**config.mk**
```make
export PLATFORM = sky130hd
export DESIGN_NAME = serial_addsub
export DESIGN_NICKNAME = d
export VERILOG_FILES = /design/src/rtl/serial_addsub.sv
export SDC_FILE = /design/constraint.sdc
export NUM_CORES = 1
export LEC_CHECK = 0
export ABC_AREA = 1
export CAP_MARGIN = 15
export CORE_ASPECT_RATIO = 0.5
export CORE_MARGIN = 8
export CORE_UTILIZATION = 49
export CTS_BUF_LIST = sky130_fd_sc_hd__clkbuf_2
export DETAILED_ROUTE_END_ITERATION = 6
export GPL_TIMING_DRIVEN = 0
export PLACE_DENSITY = 0.76
export SLEW_MARGIN = 20
export SYNTH_ARGS = -nofsm -noshare
export SYNTH_HDL_FRONTEND = slang
export SYNTH_SLANG_ARGS = --single-unit
```
**constraint.sdc**
```tcl
create_clock -name clk -period 1.4 [get_ports clk]
set_input_delay 0.14 -clock clk [delete_from_list [all_inputs] [get_ports clk]]
set_output_delay 0.14 -clock clk [all_outputs]
set_load 0.01 [all_outputs]
```
**src/rtl/serial_addsub.sv**
```systemverilog
// Bit-serial adder/subtractor: one full-adder cell processes the operands LSB-first,
// one bit per clock, and reports carry-out and signed overflow when the last bit is done.
module serial_addsub #(
  parameter int WIDTH = 8
) (
  input  logic             clk,
  input  logic             rst,
  input  logic             start,
  input  logic             mode,
  input  logic [WIDTH-1:0] a,
  input  logic [WIDTH-1:0] b,
  output logic             busy,
  output logic             done,
  output logic [WIDTH-1:0] sum,
  output logic             cout,
  output logic             ovf
);

  // One extra bit so the counter can reach WIDTH without wrapping.
  localparam int CW = $clog2(WIDTH) + 1;

  typedef enum logic [1:0] {IDLE, RUN, DONE} state_t;

  state_t         state, state_next;
  logic [WIDTH-1:0] a_sr, b_sr;
  logic           carry;
  logic [CW-1:0]  cnt;
  logic           fa_s, fa_c;
  logic           last;

  // The single full-adder cell shared by every bit position.
  always_comb begin
    fa_s = a_sr[0] ^ b_sr[0] ^ carry;
    fa_c = (a_sr[0] & b_sr[0]) | (a_sr[0] & carry) | (b_sr[0] & carry);
  end

  assign last = (cnt == CW'(WIDTH - 1));

  // NOTE: sequential state uses non-blocking assignments so every register
  // samples the pre-edge values, independent of statement order.
  always_ff @(posedge clk) begin
    if (rst) state <= IDLE;
    else     state <= state_next;
  end

  // NOTE: every output of this block gets a default first, so no path can
  // leave a signal unassigned and infer a latch.
  always_comb begin
    state_next = state;
    busy       = 1'b0;
    done       = 1'b0;
    case (state)
      IDLE: if (start) state_next = RUN;
      RUN: begin
        busy = 1'b1;
        if (last) state_next = DONE;
      end
      DONE: begin
        done       = 1'b1;
        state_next = IDLE;
      end
      default: state_next = IDLE;
    endcase
  end

  // Subtraction is a + ~b + 1: invert B at load and seed the carry with mode.
  always_ff @(posedge clk) begin
    if (rst) begin
      a_sr  <= '0;
      b_sr  <= '0;
      carry <= 1'b0;
      cnt   <= '0;
      sum   <= '0;
      cout  <= 1'b0;
      ovf   <= 1'b0;
    end else begin
      case (state)
        IDLE: begin
          if (start) begin
            a_sr  <= a;
            b_sr  <= mode ? ~b : b;
            carry <= mode;
            cnt   <= '0;
            sum   <= '0;
            cout  <= 1'b0;
            ovf   <= 1'b0;
          end
        end
        RUN: begin
          a_sr  <= a_sr >> 1;
          b_sr  <= b_sr >> 1;
          carry <= fa_c;
          sum   <= (sum >> 1) | (WIDTH'(fa_s) << (WIDTH - 1));
          cnt   <= cnt + CW'(1);
          if (last) begin
            cout <= fa_c;
            // carry still holds the carry into the MSB at this point
            ovf  <= carry ^ fa_c;
          end
        end
        default: ;
      endcase
    end
  end

endmodule
```
==> summary.txt, run 1 <==
Run status
  • Status: complete, no violations

Setup path
  • Most used cell, CP: buf_6
  • Critical path startpoint: state[0]
  • CP cell instances: inv_2 > nor2_4 > buf_6 > buf_6
  • Startpoint class of the critical path: flop
  • WP data required: 1260 ps
  • FF-to-FF End: carry
  • WS Path Type: flop to output port
  • R2R depth: 5
  • Worst-path fanout max: 9
  • R2R setup slack: 170 ps
  • Crit path DAT: 1190 ps
  • Critical path endpoint: busy
  • Worst r2r src: a_sr[0]
  • Largest stage delay on the critical path: 370 ps
  • Crit path capture type: output port
  • Slowest-stage cell, CP: dfxtp_2

Die
  • Row cnt: 14
  • Die Span X: 96.6 um
  • Initial cell density of the core: 0.522
  • Die area: 5440 um^2
  • Die span in y: 56.3 um
  • Core area: 3050 um^2
  • I/O Pins: 32

Synth
  • Cells after synthesis: 225
  • Xor and xnor area share after synthesis: 0.0110
  • Yosys top cell area share: 0.415
  • Cell type with the largest total area after synthesis: dfxtp_1
  • Net count after synthesis: 247
  • Post-synthesis cell type count: 24
  • Synth area leaders: dfxtp_1 (42%), nand2_1 (16%), o21ai_0 (7.2%)
  • Synth Area in Compound Gates: 0.138
  • Post-synthesis mux area share: 0
  • Adder-Cell Fraction of Synth Area: 0.0205
  • Cell Area, Synth: 1590 um^2
  • Yosys warns: 0
  • Largest family of logic cells by synthesized area: simple AND/OR/NAND/NOR gates
  • #FFs+latches synth: 33
  • Post-synthesis simple-gate area fraction: 0.310
  • Sequential fraction of the synthesis area: 0.415
  • Avg Inst Size Synth: 7.07 um^2

Clock tree
  • Worst-skew pair later-pin latency: 390 ps
  • CTS tree: done
  • Clock Sinks: 33
  • Worst-path clk slew: 170 ps
  • Total CTS buffers: 5
  • H-tree depth: 2
  • CTS Root Cell: clkbuf_2
  • Worst-case clock buffer depth: 2

Drt
  • Post-route DRC violation count: 0
  • WL/cell: 13.0 um
  • Routed wire length: 3960 um
  • Via Count: 1,539
  • Vias per inst: 5.03
  • DRT antenna net count: 0
  • Drt initial violations: 93
  • DR pass1 iterations: 4

STA
  • Final Hold Fails: 0
  • Slew at the pin closest to its max-slew limit: 241 ps
  • Hold WS: 196 ps
  • Unrepaired setup endpoints after global routing: false
  • Tmin final: 1330 ps
  • Slew Viols, Final: 0
  • Max-Slew Margin vs Limit: 0.839
  • Final cycle utilization of the critical path: 0.947
  • Final setup vio count: 0
  • Fmax achieved: 754 MHz
  • Setup Skew: 27.2 ps

Placed design
  • Post-Place Cell Area: 1930 um^2
  • PortBufs: 29
  • DP HPWL: 2830 um
  • Placed cells: 294
  • Routability congestion estimate: 0.795

GRT
  • GRT Resource Usage Total: 0.146
  • Vias in the first global route: 1,395
  • Largest net degree at the start of global routing: 12
  • Initial antenna violation count: 0
  • Total gr overflow: 0
  • First-pass GRT wire length: 6280 um

Power and ir drop
  • Combinational fraction of design power: 0.210
  • Leak: 0.947 nW
  • Switching share of power: 0.311
  • Pwr dens: 943 nW/um^2
  • Switching pwr: 0.000587 W
  • Clock power frac: 0.243
  • Power share of the sequential group: 0.546
  • Max VDD drop: 0.000475 V
  • Internal power: 0.00130 W

Layout
  • Most common cell after layout, fill and taps aside: nand2_1
  • Fill cells: 291
  • Final instance area: 2000 um^2
  • Final cell count without fillers: 306
  • Post-layout net count: 287
  • Synth-to-layout area growth: 25.7%
  • Commonest cells after routing, fill and taps aside: nand2_1 (68), dfxtp_1 (29), nor2_1 (27), o21ai_0 (23), clkdlybuf4s50_1 (17)
  • Share of cells above drive strength 1: 0.162
  • N_diodes: 0

Worst hold path
  • Hold Crit Class: input pin to flop
  • Hold path cells: 4

Flow run
  • Max_cap viols: 0
[cell families after synthesis]
| family | Yosys count |
|---|---|
| buf+inv | 30 |
| xor+xnor | 2 |
| compound gates | 41 |
| fa+ha+maj | 2 |
| simple gates | 117 |
| flops | 33 |
[layout make-up]
| type | instances | area [um^2] | share of cell area |
|---|---|---|---|
| repair buffers | 33 | 307 | 0.153 |
| clock buffers | 5 | 25.0 | 0.0125 |
| multi-input cells | 162 | 768 | 0.384 |
| clock inverters | 3 | 17.5 | 0.00876 |
| flip-flops and latches | 33 | 666 | 0.333 |
| well taps | 40 | 50.0 | 0.0250 |
| inverters | 19 | 71.3 | 0.0357 |
| plain buffers | 11 | 95.1 | 0.0476 |
[metal layers]
layer	routed length (um)	GRT usage	part of all wire
met1	1850	0.190	0.47
met3	338	0.0530	0.085
met5	0	0	0
met2	1730	0.213	0.44
met4	44	0.0534	0.011
[synthesized netlist by cell type]
| cell type | instances |
|---|---|
| a21oi_1 | 12 |
| buf_2 | 3 |
| buf_4 | 2 |
| buf_6 | 4 |
| buf_8 | 1 |
| clkbuf_2 | 1 |
| dfxtp_1 | 33 |
| fa_1 | 1 |
| ha_1 | 1 |
| inv_1 | 15 |
| inv_2 | 4 |
| nand2_1 | 68 |
| nand2_2 | 2 |
| nand3_1 | 12 |
| nor2_1 | 27 |
| nor2_2 | 1 |
| nor2_8 | 1 |
| o21ai_0 | 23 |
| o21ai_2 | 1 |
| o21bai_1 | 1 |
| o22ai_1 | 1 |
| o31ai_1 | 3 |
| or2_2 | 6 |
| xor2_1 | 2 |
[registers in the layout (all words and copies together) (netlist names)]
signal  cells
a_sr        8
b_sr        8
sum         8
cnt         4
state       2
carry       1
cout        1
ovf         1
[power by group through the flow]
stage	clock network (W)	registers (W)	logic, W
after global routing	0.000519	0.00104	0.000439
after detailed placement	0	0.00105	0.000381
after global placement	0	0.00105	0.000371
final	0.000459	0.00103	0.000396
after CTS	0.000464	0.00103	0.000389
after floorplan	0	0.00105	0.000249
[worst max-delay path, delay by kind of cell (launching register included)]
kind / cells / cell delay (ps)
AND/OR/NAND/NOR: 1 / 60
buffers and inverters: 3 / 380
flip-flops: 1 / 370
[through the flow]
step | setup slack (ps) | utilization | total power (W) | setup TNS (ps)
after floorplan | 278 | - | 0.00130 | 0
after global placement | -91.0 | 0.633 | 0.00142 | -91.0
after detailed placement | -109 | 0.633 | 0.00143 | -109
after CTS | -6.16 | 0.652 | 0.00188 | -6.16
after global routing | 7.21 | 0.656 | 0.00199 | 0
final | 73.7 | 0.656 | 0.00189 | 0
[worst min-delay path by stage]
stage | from | end
global route | mode | b_sr[2]
floorplan | a[7] | a_sr[7]
CTS | mode | b_sr[7]
global placement | rst | b_sr[7]
finish | mode | b_sr[7]
detailed placement | rst | a_sr[7]
[repair_timing]
item	4_1_cts	5_1_grt
resized for setup	20	3
hold buffers	1	0
endpoints found under the setup margin	12	2
hold endpoints to repair	6	0
buffers inserted	1	2
Note: power is estimated with default switching activity, not from simulation.
==> inputs of run 2 (changes only) <==
--- a/config.mk
+++ b/config.mk
@@ -8,7 +8,7 @@
 export ABC_AREA = 1
 export CAP_MARGIN = 15
 export CORE_ASPECT_RATIO = 0.5
-export CORE_MARGIN = 8
+export CORE_MARGIN = 2
 export CORE_UTILIZATION = 49
 export CTS_BUF_LIST = sky130_fd_sc_hd__clkbuf_2
 export DETAILED_ROUTE_END_ITERATION = 6
==> run 2 against run 1 <==
Power rose by 0.27%. Register-to-register slack hardly changed. Fmax grew 0.16%. Critical endpoint unchanged. Non-clock buffer count rose by 4. Critical path type unchanged. Sequential power about the same. Largest power group unchanged.
==> summary.txt, run 2 (same netlist as run 1, synthesis figures left out) <==
Setup path
  • Crit path capture type: output port
  • Worst-path fanout max: 9 (unchanged)
  • WS Path Type: flop to output port
  • WP data required: 1260 ps (about the same)
  • Startpoint class of the critical path: flop
  • Crit path DAT: 1180 ps (about the same)

Placed design
  • PortBufs: 29 (unchanged)
  • Post-Place Cell Area: 1930 um^2 (unchanged)
  • DP HPWL: 2550 um (-9.8%)
  • Pre-CTS WS: -97.5 ps (+11.6 ps)
  • Routability congestion estimate: 0.815 (+2.5%)

Die
  • Initial cell density of the core: 0.522 (unchanged)
  • I/O Pins: 32 (unchanged)
  • Die span in y: 44.3 um (-21%)
  • Row cnt: 14 (unchanged)
  • Core area: 3050 um^2 (unchanged)
  • Die Span X: 84.6 um (-12%)
  • Die area: 3740 um^2 (-31%)

Drt
  • Post-route DRC violation count: 0 (unchanged)
  • Metal3 WL: 197 um (-42%)
  • DR pass1 iterations: 7 (+3)
  • Top Layer Used: met4
  • Routed wire length: 3580 um (-9.8%)
  • Metal-1 WL: 1810 um (-2.0%)
  • DRT antenna net count: 0 (unchanged)
  • Drt initial violations: 75 (-19%)
  • Met2 WL post-DR: 1530 um (-12%)
  • Vias per inst: 4.96 (-1.4%)
  • WL/cell: 11.5 um (-11%)
  • Via Count: 1,537 (-0.13%)

STA
  • Fmax achieved: 755 MHz (+0.16%)
  • Setup_tns: 0 ps (unchanged)
  • Slew Viols, Final: 0 (unchanged)
  • Final setup vio count: 0 (unchanged)
  • Setup Skew: 33.0 ps (+5.75 ps)
  • Unrepaired setup endpoints after global routing: false
  • Tmin final: 1320 ps (-2.12 ps)
  • Post-route worst setup slack: 75.8 ps (+2.12 ps)
  • Slew at the pin closest to its max-slew limit: 260 ps (+19.2 ps)
  • Max-Slew Margin vs Limit: 0.826 (-0.0128)
  • Final Hold Fails: 0 (unchanged)
  • Final cycle utilization of the critical path: 0.946 (-0.00151)

Power and ir drop
  • Leak: 0.971 nW (+2.5%)
  • Pwr dens: 930 nW/um^2 (-1.4%)
  • Max VDD drop: 0.000528 V (+11%)
  • Final total power: 0.00189 W (+0.27%)

Clock tree
  • H-tree depth: 2 (unchanged)
  • Total CTS buffers: 5 (unchanged)
  • CTS tree: done
  • Worst-path clk slew: 170 ps (about the same)
  • Worst-skew pair later-pin latency: 400 ps (about the same)
  • Clock Sinks: 33 (unchanged)
  • CTS Root Cell: clkbuf_2
  • Worst-case clock buffer depth: 2 (unchanged)

GRT
  • Total gr overflow: 0 (unchanged)
  • Initial antenna violation count: 0 (unchanged)
  • Vias in the first global route: 1,354 (-2.9%)
  • First-pass GRT wire length: 6110 um (-2.8%)
  • GRT Resource Usage Total: 0.212 (+0.0665)
  • Largest net degree at the start of global routing: 12 (unchanged)

Flow run
  • Max_cap viols: 0 (unchanged)

Layout
  • Synth-to-layout area growth: 27.9%
  • Largest regs: a_sr x8, b_sr x8, sum x8
  • Post-layout util: 0.667 (+0.0111)
  • N_diodes: 0 (unchanged)
  • Commonest cells after routing, fill and taps aside: nand2_1 (68), nor2_1 (27), o21ai_0 (23), dfxtp_1 (23), clkdlybuf4s50_1 (17)
  • Final instance area: 2030 um^2 (+1.7%)
  • Most common cell after layout, fill and taps aside: nand2_1
  • Post-layout net count: 291 (+1.4%)
  • Share of cells above drive strength 1: 0.196 (+0.0346)

Worst hold path
  • Hold Crit Class: input pin to flop

Run status
  • Status: complete, no violations
## run 2: cell types whose count changed in the layout (fill, tap and decap cells not counted), sizes merged
cell,before,now
buf,14,18
## run 2: where the power goes
part	total (W)	switching, W	leakage, nW	internal [W]
Sequential	0.00103	0.0000312	0.276	0.000999
Clock	0.000467	0.000350	0.0287	0.000116
Combinational	0.000394	0.000208	0.667	0.000186
## run 2: path summary, 6_finish.rpt
path | start | slack [ps] | depth (start not counted) | endpoint
setup / recovery | state[0] | 80 | 4 | busy
hold / removal | mode | 180 | 4 | b_sr[7]
setup reg to reg | a_sr[0] | 180 | 5 | cout
hold reg to reg | a_sr[7] | 480 | 2 | a_sr[7]
## run 2: repair_timing
item / CTS / global route
endpoints found under the setup margin: 12 / 2
resized for setup: 27 / 2
buffers inserted: 4 / 3
hold buffers: 1 / 0
pin swaps: 0 / 0
hold endpoints to repair: 6 / 0
## run 2: area by class of cell
class	instances	area, um^2
Tap cell	40	50.0
Inverter	19	73.8
Buffer	11	95.1
Timing Repair Buffer	37	330
Sequential cell	33	673
Multi-Input combinational cell	162	768
Fill cell	292	1010
Clock inverter	3	17.5
Clock buffer	5	25.0
## run 2: stage by stage
| stage | hold slack [ps] | cells |
|---|---|---|
| after floorplan | 287 | 225 |
| after global placement | 386 | 294 |
| after detailed placement | 380 | 294 |
| after CTS | 174 | 307 |
| after global routing | 189 | 310 |
| final | 178 | 310 |
## run 2: worst max-delay path, cell delays in order, from the launching register on
cell and delay, ps:
dfxtp_2 390, inv_4 70, nor2_4 100, buf_6 120, buf_2 120
## run 2: layer usage
layer,GRT usage,up-vias
li1,-,796
met5,0,-
met4,0.0571,0
met3,0.0709,6
met2,0.345,35
met1,0.278,700
==> inputs of run 3 (changes only) <==
--- a/config.mk
+++ b/config.mk
@@ -9,11 +9,11 @@
 export CAP_MARGIN = 15
 export CORE_ASPECT_RATIO = 0.5
 export CORE_MARGIN = 2
-export CORE_UTILIZATION = 49
+export CORE_UTILIZATION = 25
 export CTS_BUF_LIST = sky130_fd_sc_hd__clkbuf_2
 export DETAILED_ROUTE_END_ITERATION = 6
 export GPL_TIMING_DRIVEN = 0
-export PLACE_DENSITY = 0.76
+export PLACE_DENSITY = 0.44
 export SLEW_MARGIN = 20
 export SYNTH_ARGS = -nofsm -noshare
 export SYNTH_HDL_FRONTEND = slang
==> run 3 against run 2 <==
Setup slack got worse by 3.9 ps. Combinational power rose by 3%. First-iteration DRC count decreased by 39%. Global-route usage shrank 8.2 points. Power shrank 0.53%. Sequential cell count is the same. Clock skew down 15 ps. Critical endpoint unchanged.
==> summary.txt, run 3 (same netlist as run 1, synthesis figures left out) <==
Setup path
  • Worst-path fanout max: 3 (-6)
  • Crit path max-delay family: flip-flops
  • Critical path startpoint: state[0]
  • CP cell instances: clkinv_4 > nor2_4 > buf_8 > buf_6
  • Crit path DAT: 1190 ps (about the same)
  • Largest stage delay on the critical path: 390 ps (about the same)
  • Startpoint class of the critical path: flop
  • CP bufs+invs: 3 (unchanged)
  • FF-to-FF End: b_sr[0]
  • WP data required: 1260 ps (about the same)
  • Critical path endpoint: busy
  • Slowest-stage cell, CP: dfxtp_2
  • Worst r2r src: state[0]
  • Crit path depth: 4 (unchanged)
  • Crit path capture type: output port
  • R2R depth: 7 (+2)
  • WS Path Type: flop to output port
  • R2R setup slack: 100 ps (-80 ps)

GRT
  • Vias in the first global route: 1,446 (+6.8%)
  • GRT Resource Usage Total: 0.130 (-0.0820)
  • GR peak layer: met2
  • Met1 Use GR: 0.179 (-0.0995)
  • Met3 Usage GRT: 0.0270 (-0.0439)
  • GRT met2 Usage: 0.208 (-0.137)
  • Largest net degree at the start of global routing: 11 (-1)
  • Total gr overflow: 0 (unchanged)
  • First-pass GRT wire length: 6940 um (+14%)
  • Initial antenna violation count: 0 (unchanged)

STA
  • Unrepaired setup endpoints after global routing: true
  • Slew Viols, Final: 0 (unchanged)
  • Tmin final: 1330 ps (+3.94 ps)
  • Post-route worst setup slack: 71.9 ps (-3.94 ps)
  • Final Hold Fails: 0 (unchanged)
  • Hold WS: 172 ps (-5.91 ps)
  • Final setup vio count: 0 (unchanged)
  • Max-Slew Margin vs Limit: 0.841 (+0.0142)
  • Setup Skew: 18.3 ps (-14.7 ps)
  • Slew at the pin closest to its max-slew limit: 239 ps (-21.3 ps)
  • Final cycle utilization of the critical path: 0.949 (+0.00281)
  • Fmax achieved: 753 MHz (-0.30%)

Layout
  • Commonest cells after routing, fill and taps aside: nand2_1 (68), nor2_1 (27), dfxtp_1 (24), o21ai_0 (23), clkdlybuf4s50_1 (17)
  • Synth-to-layout area growth: 31.1%
  • N_diodes: 0 (unchanged)
  • Post-layout net count: 289 (-0.69%)
  • Final instance area: 2080 um^2 (+2.5%)
  • Most common cell after layout, fill and taps aside: nand2_1
  • Share of cells above drive strength 1: 0.179 (-0.0172)
  • Largest regs: a_sr x8, b_sr x8, sum x8
  • Post-layout util: 0.341 (-0.326)

Worst hold path
  • Hold Crit Class: input pin to flop

Power and ir drop
  • Max VDD drop: 0.000409 V (-23%)
  • Leak: 0.960 nW (-1.2%)
  • Pwr dens: 902 nW/um^2 (-3.0%)

Drt
  • Post-route DRC violation count: 0 (unchanged)
  • Drt initial violations: 46 (-39%)
  • DRT antenna net count: 0 (unchanged)
  • DR pass1 iterations: 4 (-3)
  • Via Count: 1,453 (-5.5%)
  • WL/cell: 11.6 um (+0.33%)
  • Vias per inst: 4.08 (-18%)
  • Routed wire length: 4120 um (+15%)

Flow run
  • Max_cap viols: 0 (unchanged)

Placed design
  • Routability congestion estimate: 0.713 (-12%)
  • PortBufs: 29 (unchanged)
  • DP HPWL: 2910 um (+14%)
  • Post-Place Cell Area: 1990 um^2 (+3.1%)
  • Pre-CTS WS: -139 ps (-41.5 ps)

Clock tree
  • Worst-case clock buffer depth: 2 (unchanged)
  • Total CTS buffers: 5 (unchanged)
  • CTS tree: done
  • Worst-skew pair later-pin latency: 380 ps (-20 ps)
  • H-tree depth: 2 (unchanged)
  • CTS Root Cell: clkbuf_2
  • Worst-path clk slew: 180 ps (about the same)
  • Clock Sinks: 33 (unchanged)

Die
  • Die area: 7050 um^2 (+88%)
  • Core area: 6110 um^2 (+100%)
  • Initial cell density of the core: 0.260 (-0.261)
  • Die Span X: 117 um (+38%)
  • I/O Pins: 32 (unchanged)
  • Row cnt: 20 (+6)
  • Die span in y: 60.4 um (+36%)

Run status
  • Status: complete, no violations
==> run 3: how the worst min path moves through the flow <==
stage               start      end  slack, ps  depth (start not counted)
global placement      rst  b_sr[7]        380                          2
CTS                  mode  b_sr[7]        150                          4
floorplan            a[7]  a_sr[7]        290                          2
global route         mode  b_sr[7]        170                          4
finish               mode  b_sr[7]        170                          4
detailed placement    rst  b_sr[7]        380                          2
==> run 3: worst min-delay path, delay by kind of cell <==
| kind | cells | cell delay [ps] |
|---|---|---|
| xor gates and xnor gates | 1 | 90 |
| buffers and inverters | 1 | 190 |
| AOI/OAI and AO/OA | 1 | 50 |
| and+or+nand+nor | 1 | 50 |
==> run 3: final cells by class <==
type / instances / area [um^2]
plain buffers: 11 / 98.8
repair buffers: 35 / 322
flip-flops and latches: 33 / 672
inverters: 19 / 76.3
clock buffers: 5 / 25.0
fillers: 689 / 4020
well taps: 88 / 110
multi-input cells: 162 / 768
clock inverters: 3 / 12.5
==> run 3: routing by layer <==
layer | share of wire | routed length [um]
met5 | 0 | 0
met2 | 0.42 | 1740
met3 | 0.034 | 141
met1 | 0.53 | 2190
met4 | 0.0097 | 40
==> run 3: per-stage QoR <==
stage                     power, W  TNS (ps)  cells
after detailed placement   0.00144      -139    342
after global routing       0.00202     -35.5    356
after floorplan            0.00130         0    225
after global placement     0.00144      -119    342
after CTS                  0.00189      -130    353
final                      0.00188         0    356
==> run 3: what timing repair did <==
item	in CTS	in global routing
pin swaps	0	1
hold buffers	1	0
setup buffers	2	3
setup endpoints to repair	12	2
endpoints found under the hold margin	6	0
gates resized for setup	23	8
==> run 3: where the power goes <==
| group | total [W] | internal (W) | leakage, nW | switching (W) |
|---|---|---|---|---|
| clock network | 0.000442 | 0.000109 | 0.0278 | 0.000333 |
| registers | 0.00103 | 0.000999 | 0.275 | 0.0000330 |
| logic | 0.000407 | 0.000189 | 0.657 | 0.000218 |
==> RTL edit, RTL diff (flow settings as in run 2) <==
Put one more register stage on the output `cout`, with the module's reset. The value now appears one clock later. The other outputs are not delayed to match.
--- a/src/rtl/serial_addsub.sv
+++ b/src/rtl/serial_addsub.sv
@@ -20,6 +20,8 @@
   localparam int CW = $clog2(WIDTH) + 1;
 
   typedef enum logic [1:0] {IDLE, RUN, DONE} state_t;
+
+  logic cout_s0;
 
   state_t         state, state_next;
   logic [WIDTH-1:0] a_sr, b_sr;
@@ -71,7 +73,7 @@
       carry <= 1'b0;
       cnt   <= '0;
       sum   <= '0;
-      cout  <= 1'b0;
+      cout_s0 <= 1'b0;
       ovf   <= 1'b0;
     end else begin
       case (state)
@@ -82,7 +84,7 @@
             carry <= mode;
             cnt   <= '0;
             sum   <= '0;
-            cout  <= 1'b0;
+            cout_s0 <= 1'b0;
             ovf   <= 1'b0;
           end
         end
@@ -93,7 +95,7 @@
           sum   <= (sum >> 1) | (WIDTH'(fa_s) << (WIDTH - 1));
           cnt   <= cnt + CW'(1);
           if (last) begin
-            cout <= fa_c;
+            cout_s0 <= fa_c;
             // carry still holds the carry into the MSB at this point
             ovf  <= carry ^ fa_c;
           end
@@ -103,4 +105,12 @@
     end
   end
 
+  always_ff @(posedge clk) begin
+    if (rst) begin
+      cout <= '0;
+    end else begin
+      cout <= cout_s0;
+    end
+  end
+
 endmodule
Formal check against the unedited RTL: not equivalent (a bounded check fails within 10 cycles, from zero or initial values and one cycle with rst high).
==> RTL edit against run 2 <==
  * Combinational power rose by 2%
  * Sequential cell count rose by 1
  * Sequential share of layout area barely moved
  * Area after synthesis rose by 4.8%
  * Worst setup slack got worse by 0.00075 ns
  * Non-clock buffer count fell by 4
  * Total power rose by 0.51%
  * Wire length rose by 1.8%
  * Final area rose by 1.7%
  * Via count rose by 2.7%
  * Clock power fell by 4%
  * Critical path type unchanged
  * Largest power group unchanged
==> RTL edit: results (changes against run 2) <==
- Max stage delay on crit path: 0.37 ns (was 0.39 ns)
- Top cells by area, synth: dfxtp_1, nand2_1, nand3_1 (was dfxtp_1, nand2_1, o21ai_0)
- Library cells used by synthesis: 24 (unchanged)
- Crit path max fanout: 13 (was 9)
- Layout fillers: 279 (was 292)
- Detailed placement HPWL: 2570 um (was 2550 um)
- Number of synthesized flops with an enable pin: 0 (unchanged)
- P_leak: 1.01 nW (was 0.971 nW)
- Peak supply drop: 0.000644 V (was 0.000528 V)
- Largest net degree at the start of global routing: 11 (was 12)
- CP startpoint: state[0] (unchanged)
- Synthesized Nets: 262 (was 247)
- Vias in the first global route: 1371 (was 1354)
- Proportion of layout cells with a drive suffix above 1: 11.8% (was 19.6%)
- # H-tree levels: 2 (unchanged)
- Via count: 1578 (was 1537)
- Relative slew slack: 75.4% (was 82.6%)
- Total placed cells including tap cells: 310 (was 294)
- Fin Clk Skew: 0.0145 ns (was 0.0330 ns)
- Seq/Total Area, Yosys: 40.8% (was 41.5%)
- First-pass GRT wire length: 5970 um (was 6110 um)
- Root Buffer Master: clkbuf_2 (unchanged)
- Reg clk slew, reported paths: 0.17 ns (about the same)
- Total CTS buffers: 5 (unchanged)
- Worst R2R Start: a_sr[0] (unchanged)
- Status: finished clean (unchanged)
- Gate Count Post-Synth: 240 (was 225)
- Port buffer count: 30 (was 29)
- Hold Path Class: in2reg (unchanged)
- Initial antenna violation count: 0 (unchanged)
- WP data arrival: 1.18 ns (about the same)
- Placer Congestion: 0.842 (was 0.815)
- Starting DRT DRC Count: 97 (was 75)
- Met2 WL: 1630 um (was 1530 um)
- Vias per inst: 4.93 (was 4.96)
- Pre-antenna DRT Iters: 4 (was 7)
- WL met1: 1780 um (was 1810 um)
- Routed wire length: 3640 um (was 3580 um)
- Most frequent cells after synthesis: nand2_1, dfxtp_1, nor2_1, inv_1, nand3_1 (was nand2_1, dfxtp_1, nor2_1, o21ai_0, inv_1)
- Routed wl met3: 188 um (was 197 um)
- Tot GR Track Use: 20.1% (was 21.2%)
- Post-Place Setup Slack: -0.0800 ns (was -0.0975 ns)
- Final #Nets: 301 (was 291)
- Placement Cell Area: 0.00202 mm2 (was 0.00193 mm2)
- Worst skew pair latency: 0.38 ns (was 0.40 ns)
## RTL edit: path summary, 6_finish.rpt
check | to | slack (ns) | cells after the start
setup reg to reg | carry | 0.15 | 5
hold reg to reg | cout | 0.43 | 2
hold / removal | b_sr[7] | 0.19 | 4
setup / recovery | busy | 0.08 | 4
## RTL edit: final cells by class
type,instances,area share [%]
buffer,11,4.84
clock buffer,6,1.45
clock inverter,2,0.424
multi-input combinational,170,38.0
timing repair buffer,33,15.0
sequential,34,33.1
inverter,24,4.72
tap,40,2.42
## RTL edit: layer usage
metal	global-route usage [%]	vias up
met5	0	-
met4	7.81	0
met3	5.67	5
met2	32.9	35
met1	25.7	708
li1	-	830
## RTL edit: kinds of logic after synthesis
kind of cell | after synthesis | share of synthesized area, %
buffers and inverters | 36 | 12.0
AO/OA/AOI/OAI | 33 | 10.1
flip-flops | 34 | 40.8
XOR/XNOR | 2 | 1.05
AND/OR/NAND/NOR | 133 | 34.0
adder cells (fa/ha/maj) | 2 | 1.95
## RTL edit: per-stage QoR
stage	utilization [%]	setup TNS, ns
floorplan	-	0
global placement	64.7	-0.422
detailed placement	64.7	-0.633
CTS	65.9	-0.0400
global route	66.3	0
finish	66.3	0
## RTL edit: what timing repair did
| item | in CTS | in global routing |
|---|---|---|
| pin swaps | 1 | 0 |
| resized for setup | 20 | 4 |
| setup endpoints to repair | 11 | 3 |
| buffers inserted | 0 | 3 |
## RTL edit: tightest hold or removal path: cells and delay by family
family                 cells  cell delay [ns]
AO/OA/AOI/OAI              1             0.05
XOR/XNOR                   1             0.09
buffers and inverters      1             0.20
AND/OR/NAND/NOR            1             0.05
## RTL edit: power by group
| part | switching (mW) | internal, mW |
|---|---|---|
| logic | 0.216 | 0.184 |
| registers | 0.0284 | 1.02 |
| clock network | 0.325 | 0.123 |
